**config.mk**
```make
export PLATFORM = sky130hd
export DESIGN_NAME = sipo_rx_day7
export DESIGN_NICKNAME = d
export VERILOG_FILES = /design/src/rtl/sipo_rx_day7.sv
export SDC_FILE = /design/constraint.sdc
export NUM_CORES = 1
export LEC_CHECK = 0
export CAP_MARGIN = 20
export CORE_MARGIN = 4
export CORE_UTILIZATION = 30
export DETAILED_ROUTE_END_ITERATION = 10
export SETUP_SLACK_MARGIN = 0.1
export SYNTH_ARGS = -nofsm -noshare
export SYNTH_HDL_FRONTEND = slang
export SYNTH_SLANG_ARGS = --single-unit
```
**constraint.sdc**
```tcl
create_clock -name clk -period 1.3 [get_ports clk]
set_input_delay 0.13 -clock clk [delete_from_list [all_inputs] [get_ports clk]]
set_output_delay 0.13 -clock clk [all_outputs]
set_load 0.1 [all_outputs]
```
**src/rtl/sipo_rx_day7.sv**
```systemverilog
// Framed serial-in/parallel-out receiver.
// Start bit, WIDTH data bits, stop bit; one-word valid/ready holding register.
module sipo_rx_day7 #(
  parameter int unsigned WIDTH     = 4,
  parameter bit          MSB_FIRST = 1'b0
) (
  input  logic             clk,
  input  logic             reset,
  input  logic             en,
  input  logic             sd_i,
  output logic [WIDTH-1:0] data_o,
  output logic             valid_o,
  input  logic             ready_i,
  output logic             busy_o,
  output logic             frame_err_o,
  output logic             overrun_o
);

  localparam int unsigned CW = $clog2(WIDTH + 1);
  localparam logic [CW-1:0] LAST = CW'(WIDTH - 1);

  typedef enum logic [1:0] {
    IDLE = 2'd0,
    DATA = 2'd1,
    STOP = 2'd2
  } state_t;

  state_t           state_q, state_d;
  logic [CW-1:0]    cnt_q, cnt_d;
  logic [WIDTH-1:0] sh_q, sh_d;
  logic [WIDTH-1:0] data_q, data_d;
  logic             valid_q, valid_d;
  logic             ferr_q, ferr_d;
  logic             ovr_q, ovr_d;
  logic             accept;

  assign accept = valid_q && ready_i;

  // Frame sequencing, shifting and holding-register handshake.
  always_comb begin
    state_d = state_q;
    cnt_d   = cnt_q;
    sh_d    = sh_q;
    data_d  = data_q;
    valid_d = valid_q;
    ferr_d  = 1'b0;
    ovr_d   = 1'b0;
    if (accept) valid_d = 1'b0;
    if (en) begin
      unique case (state_q)
        IDLE: begin
          if (!sd_i) begin
            state_d = DATA;
            cnt_d   = '0;
          end
        end
        DATA: begin
          if (MSB_FIRST) sh_d = {sh_q[WIDTH-2:0], sd_i};
          else           sh_d = {sd_i, sh_q[WIDTH-1:1]};
          cnt_d = cnt_q + 1'b1;
          if (cnt_q == LAST) state_d = STOP;
        end
        STOP: begin
          // A low stop bit is an error, never a new start bit.
          state_d = IDLE;
          if (sd_i) begin
            if (!valid_q || accept) begin
              data_d  = sh_q;
              valid_d = 1'b1;
            end else begin
              ovr_d = 1'b1;
            end
          end else begin
            ferr_d = 1'b1;
          end
        end
        default: state_d = IDLE;
      endcase
    end
  end

  // State registers with synchronous reset.
  always_ff @(posedge clk) begin
    if (reset) begin
      state_q <= IDLE;
      cnt_q   <= '0;
      sh_q    <= '0;
      data_q  <= '0;
      valid_q <= 1'b0;
      ferr_q  <= 1'b0;
      ovr_q   <= 1'b0;
    end else begin
      state_q <= state_d;
      cnt_q   <= cnt_d;
      sh_q    <= sh_d;
      data_q  <= data_d;
      valid_q <= valid_d;
      ferr_q  <= ferr_d;
      ovr_q   <= ovr_d;
    end
  end

  assign data_o      = data_q;
  assign valid_o     = valid_q;
  assign busy_o      = (state_q != IDLE);
  assign frame_err_o = ferr_q;
  assign overrun_o   = ovr_q;

endmodule

```
==> reports/metrics.yaml, run 1 <==
outcome:
  status: "finished clean"
power_and_ir_drop:
  peakVddDrop_mv: 0.489
  power_uw: 987
  powerDensity_nw_per_um2: 934
  p_leak_uw: 0.000408
finish:
  fin_nets: 106
  final_core_util_pct: 46.9
  diodes: 0
  drive_gt1_share_pct: 38.8
  area_delta_synth_final_pct: 44.9
cts:
  cts_tree: "built"
  cts-root-buf: "clkbuf_4"
  h-tree-depth: 1
  cts_buffer_depth: 2
  clkLatencyLatePin_ns: 0.28
  clkTransAtPathRegs_ns: 0.10
  cts_buffers: 3
  clock_sinks: 16
  cts_hold_buf: 0
critical_path:
  r2r.worst_path.cells: 5
  path_class: "flip-flop to primary output"
  cp.depth: 2
  cp-start-kind: "flip-flop"
  crit_fanout: 6
  cp.required_ns: 1.17
  r2r_start: "cnt_q[0]$_SDFFE_PP0P_"
  rr_endpoint: "state_q[0]$_SDFFE_PP0P_"
  critPathBufInv: 1
  cp-startpoint: "state_q[0]$_SDFFE_PP0P_"
  cpLargestDelayFamily: "flip-flops"
  arrival_ns: 1.06
  cp_slowest_cell: "dfxtp_4"
  r2r_slack_ns: 0.15
  cpPeakStageDelay_ns: 0.37
  setup.worst_path.end: "busy_o"
  cp-end-kind: "primary output"
  path_cells: "or2_4, buf_12"
timing:
  fin_crit_sh_pct: 91.2
  whs_ns: 0.465
  setup_viol: 0
  fin_skew_ns: 0.00100
  rsz0062_at_grt: "yes"
  period_minus_slack_ns: 1.19
  fmax_ghz: 0.843
  hold_viol_final: 0
  slew_viol_final: 0
  tightest_slew_ns: 0.231
  max_slew_margin_pct: 84.4
route:
  wl_met3_um: 68
  routed_wl_mm: 1.38
  met2_length_um: 672
  wire_per_inst_um: 11.0
  via_per_inst: 4.62
  drt-met1-wl_um: 614
  first_pass_iters: 4
  dr_total_vias: 582
  drc: 0
  drtAntennaViolNets: 0
  top_layer: "met4"
  drt_iter0_drc: 6
logic_synthesis:
  yosys.area_share.adder_pct: 3.43
  syn-instance-count: 78
  syn_avg_cell_area_um2: 9.35
  synthesis.nets: 85
  ys_ff_latch: 16
  synth_ff_type: "dfxtp_1"
  synthTopCellsByArea: "dfxtp_1, nand2b_1, a21oi_1"
  ys_seq_area_share_pct: 43.9
  synth.distinct_cells: 27
  synth_edf_count: 0
  syn_area_um2: 729
  synth_common_cells: "dfxtp_1, nand2b_1, nand2_1, a21oi_1, mux2i_1"
  synth_top_family_by_area: "simple AND/OR/NAND/NOR gates"
  synth_most_common_cell: "dfxtp_1"
  synth_compound_area_share_pct: 9.61
  synth_top_area_share_pct: 43.9
  async_flop_share_pct: 0
  synthMuxAreaShare_pct: 7.03
  ys_warn_count: 0
  synth_simple_gate_area_share_pct: 29.7
  synth_xor_area_share_pct: 0
  synth_top_cell_by_area: "dfxtp_1"
worst_hold_path:
  hold_class: "flip-flop to flip-flop"
placed_design:
  numPortBuffers: 12
  dp_hpwl_um: 990
  place_congestion: 0.697
floorplan:
  start_util_pct: 32.4
  die-height_um: 57.3
  ios: 13
  die_w_um: 57.3
  rows: 17
  die_area_um2: 3280
  core_um2: 2250
job:
  max_cap_viol_count: 0
grt:
  grt_pass1_wl_mm: 2.64
  antenna_found_initial: 0
  grt_overflow_total: 0
  grt_use_total_pct: 10.3
  grt_pass1_vias: 594
  grt_max_degree: 15
-- logic make-up after synthesis --
kind of cell | after synthesis
AOI/OAI and AO/OA | 12
and+or+nand+nor | 36
adders and majority gates | 2
DFF | 16
buffers and inverters | 7
muxes | 5
-- layer usage --
| metal | GRT usage (%) | up-vias |
|---|---|---|
| met1 | 12.4 | 271 |
| met4 | 6.95 | 0 |
| met3 | 2.71 | 2 |
| li1 | - | 300 |
| met5 | 0 | - |
| met2 | 16.0 | 9 |
-- final cells by class --
| class | count | area (µm²) |
|---|---|---|
| fillers | 221 | 1200 |
| multi-input cells | 55 | 372 |
| flip-flops and latches | 16 | 338 |
| repair buffers | 22 | 273 |
| clock buffers | 4 | 36.3 |
| well taps | 28 | 35.0 |
| inverters | 1 | 3.75 |
-- state kept, by name, summed over array words and instances, names as in the netlist --
| register | count |
|---|---|
| data_o | 4 |
| sh_q | 4 |
| cnt_q | 3 |
| state_q | 2 |
| frame_err_o | 1 |
| overrun_o | 1 |
| valid_o | 1 |
-- stage by stage --
step	setup TNS [ns]	setup slack [ns]	std cells	instance area, µm²
floorplan	0	0.166	78	738
global placement	-0.569	-0.0962	118	976
detailed placement	-1.07	-0.157	118	976
CTS	0	0.0891	124	1040
global route	0	0.0655	126	1060
finish	0	0.114	126	1060
-- cell usage in the layout (no fill, tap or decap), drive strengths merged, types with 2 or more instances in the layout --
cell type	count
mux2i	4
clkdlybuf4s50	4
dfxtp	16
nand2	10
nor2b	3
a21oi	8
o21ai	2
nand2b	11
nor2	4
clkbuf	5
ha	2
buf	17
-- worst min-delay path, delay by kind of cell (launching register included) --
family	cells	cell delay (ns)
flip-flops	1	0.32
AND/OR/NAND/NOR	1	0.05
AO/OA/AOI/OAI	1	0.05
-- how the worst min path moves through the flow --
stage	from	to	depth (start not counted)
final	sh_q[0]$_SDFFE_PP0P_	sh_q[0]$_SDFFE_PP0P_	2
after global routing	sh_q[0]$_SDFFE_PP0P_	sh_q[0]$_SDFFE_PP0P_	2
after CTS	sh_q[0]$_SDFFE_PP0P_	sh_q[0]$_SDFFE_PP0P_	2
after detailed placement	sh_q[0]$_SDFFE_PP0P_	sh_q[0]$_SDFFE_PP0P_	2
after global placement	sh_q[0]$_SDFFE_PP0P_	sh_q[0]$_SDFFE_PP0P_	2
after floorplan	sd_i	frame_err_o$_SDFF_PP0_	1
-- report_power, final --
group | internal [µW] | switching (µW)
Clock | 170 | 159
Sequential | 496 | 9.93
Combinational | 71.5 | 80.1
Total | 738 | 249
-- timing repair --
item / CTS / global route
gates cloned: 0 / 0
buffers inserted: 2 / 2
setup endpoints to repair: 6 / 11
endpoints found under the hold margin: 0 / 0
pin swaps: 0 / 1
gates resized for setup: 6 / 3
(Power assumes the default switching activity.)
==> inputs of run 2 (changes only) <==
--- a/config.mk
+++ b/config.mk
@@ -13,3 +13,4 @@
 export SYNTH_ARGS = -nofsm -noshare
 export SYNTH_HDL_FRONTEND = slang
 export SYNTH_SLANG_ARGS = --single-unit
+export TNS_END_PERCENT = 50
==> run 2 against run 1 <==
  * Die area unchanged
  * Critical path depth unchanged
  * Critical endpoint unchanged
  * Clock-buffer cell count unchanged
  * Design area increased by 1.7%
  * Sequential share of layout area decreased by 0.75 points
==> reports/metrics.yaml, run 2 (same netlist as run 1, synthesis figures left out) <==
placed_design:
  place_inst: 119  # was 118
  dp_hpwl_mm: 1.03  # was 990 µm
  numPortBuffers: 12  # unchanged
  place_congestion: 0.684  # was 0.697
cts:
  clock_sinks: 16  # unchanged
  h-tree-depth: 1  # unchanged
  cts-root-buf: "clkbuf_4"  # unchanged
  cts_buffer_depth: 2  # unchanged
  clkTransAtPathRegs_ns: 0.10  # about the same
  clkLatencyLatePin_ns: 0.29  # was 0.28 ns
  cts_buffers: 3  # unchanged
  cts_hold_buf: 0  # unchanged
  cts_tree: "built"  # unchanged
grt:
  grt_use_total_pct: 10.0  # was 10.3%
  grt_pass1_vias: 577  # was 594
  antenna_found_initial: 0  # unchanged
  grt_overflow_total: 0  # unchanged
  grt_max_degree: 15  # unchanged
  grt_pass1_wl_mm: 2.53  # was 2.64 mm
critical_path:
  arrival_ns: 1.06  # about the same
  crit_fanout: 2  # was 6
  cp-startpoint: "state_q[1]$_SDFFE_PP0P_"  # was state_q[0]$_SDFFE_PP0P_
  cp-end-kind: "primary output"  # unchanged
  cp.required_ns: 1.17  # about the same
  r2r_slack_ns: 0.17  # was 0.15 ns
  setup.worst_path.end: "busy_o"  # unchanged
  path_class: "flip-flop to primary output"  # unchanged
  r2r.worst_path.cells: 5  # unchanged
  cp-start-kind: "flip-flop"  # unchanged
  r2r_start: "cnt_q[0]$_SDFFE_PP0P_"  # unchanged
  rr_endpoint: "state_q[0]$_SDFFE_PP0P_"  # unchanged
finish:
  drive_gt1_share_pct: 40.2  # was 38.8%
  final_common_cell: "nand2b_1"  # unchanged
  mostFrequentLayoutCells: "nand2b_1, nand2_1, buf_4"  # unchanged
  diodes: 0  # unchanged
  fin_nets: 105  # was 106
  final_core_util_pct: 47.7  # was 46.9%
  fin_cells: 125  # was 126
  area_delta_synth_final_pct: 47.3  # was 44.9%
power_and_ir_drop:
  powerDensity_nw_per_um2: 923  # was 934 nW/µm²
  p_leak_uw: 0.000401  # was 0.000408 µW
  power_uw: 992  # was 987 µW
  peakVddDrop_mv: 0.545  # was 0.489 mV
floorplan:
  core_um2: 2250  # unchanged
  die_area_um2: 3280  # unchanged
  start_util_pct: 32.4  # unchanged
  ios: 13  # unchanged
  die-height_um: 57.3  # unchanged
  rows: 17  # unchanged
  die_w_um: 57.3  # unchanged
route:
  routed_wl_mm: 1.39  # was 1.38 mm
  drt_iter0_drc: 3  # was 6
  dr_total_vias: 582  # unchanged
  drtAntennaViolNets: 0  # unchanged
  drc: 0  # unchanged
  first_pass_iters: 3  # was 4
  via_per_inst: 4.66  # was 4.62
  wire_per_inst_um: 11.1  # was 11.0 µm
timing:
  fmax_ghz: 0.843  # about the same
  period_minus_slack_ns: 1.19  # about the same
  hold_viol_final: 0  # unchanged
  fin_crit_sh_pct: 91.2  # about the same
  tightest_slew_ns: 0.236  # was 0.231 ns
  max_slew_margin_pct: 84.1  # was 84.4%
  fin_skew_ns: 0.00203  # was 0.00100 ns
  rsz0062_at_grt: "yes"  # unchanged
  slew_viol_final: 0  # unchanged
  setup_viol: 0  # unchanged
job:
  max_cap_viol_count: 0  # unchanged
worst_hold_path:
  hold_class: "flip-flop to flip-flop"  # unchanged
outcome:
  status: "finished clean"  # unchanged
[run 2: changes by cell type in the layout (fill, tap and decap cells not counted)]
cell	previous run	this run
ha_4	0	2
ha_1	2	0
clkbuf_2	1	0
dfxtp_2	5	6
dfxtp_4	3	2
[run 2: timing repair]
| item | CTS | global route |
|---|---|---|
| endpoints found under the setup margin | 3 | 13 |
| pin swaps | 0 | 3 |
| endpoints found under the hold margin | 0 | 0 |
| resized for setup | 4 | 8 |
| setup buffers | 1 | 1 |
[run 2: critical path, stage by stage (launching register included)]
cell and delay (ns):
dfxtp_4 0.35, or2_4 0.25, buf_12 0.16
[run 2: per-layer routing]
| metal | vias to the layer above | part of all wire [%] | track usage, % |
|---|---|---|---|
| met5 | - | 0 | 0 |
| met4 | 0 | 3.4 | 6.95 |
| met1 | 266 | 42 | 11.6 |
| li1 | 298 | - | - |
| met3 | 5 | 5.5 | 3.39 |
| met2 | 13 | 49 | 15.5 |
[run 2: worst min-delay path by stage]
stage | start | end | slack [ns] | cells past startpoint
after floorplan | sd_i | frame_err_o$_SDFF_PP0_ | 0.21 | 1
final | sh_q[0]$_SDFFE_PP0P_ | sh_q[0]$_SDFFE_PP0P_ | 0.47 | 2
after detailed placement | sh_q[0]$_SDFFE_PP0P_ | sh_q[0]$_SDFFE_PP0P_ | 0.46 | 2
after global routing | sh_q[0]$_SDFFE_PP0P_ | sh_q[0]$_SDFFE_PP0P_ | 0.50 | 2
after CTS | sh_q[0]$_SDFFE_PP0P_ | sh_q[0]$_SDFFE_PP0P_ | 0.48 | 2
after global placement | sh_q[0]$_SDFFE_PP0P_ | sh_q[0]$_SDFFE_PP0P_ | 0.45 | 2
[run 2: through the flow]
step	setup slack, ns	instance area [µm²]	hold WS [ns]	TNS [ns]
detailed placement	-0.111	982	0.463	-0.825
CTS	0.102	1030	0.477	0
global placement	-0.0952	982	0.449	-0.651
global route	0.0490	1070	0.503	0
finish	0.114	1070	0.474	0
floorplan	0.0757	737	0.206	0
[run 2: layout make-up]
cell class                      count  area [µm²]
Sequential cell                    16         335
Timing Repair Buffer               21         268
Multi-Input combinational cell     55         397
Clock buffer                        4        36.3
Inverter                            1        3.75
Fill cell                         234        1180
Tap cell                           28        35.0
[run 2: power by group]
group | internal, µW | switching (µW) | total [µW]
Combinational | 72.4 | 78.3 | 151
Clock | 171 | 163 | 334
Sequential | 496 | 10.9 | 507
Total | 739 | 253 | 992
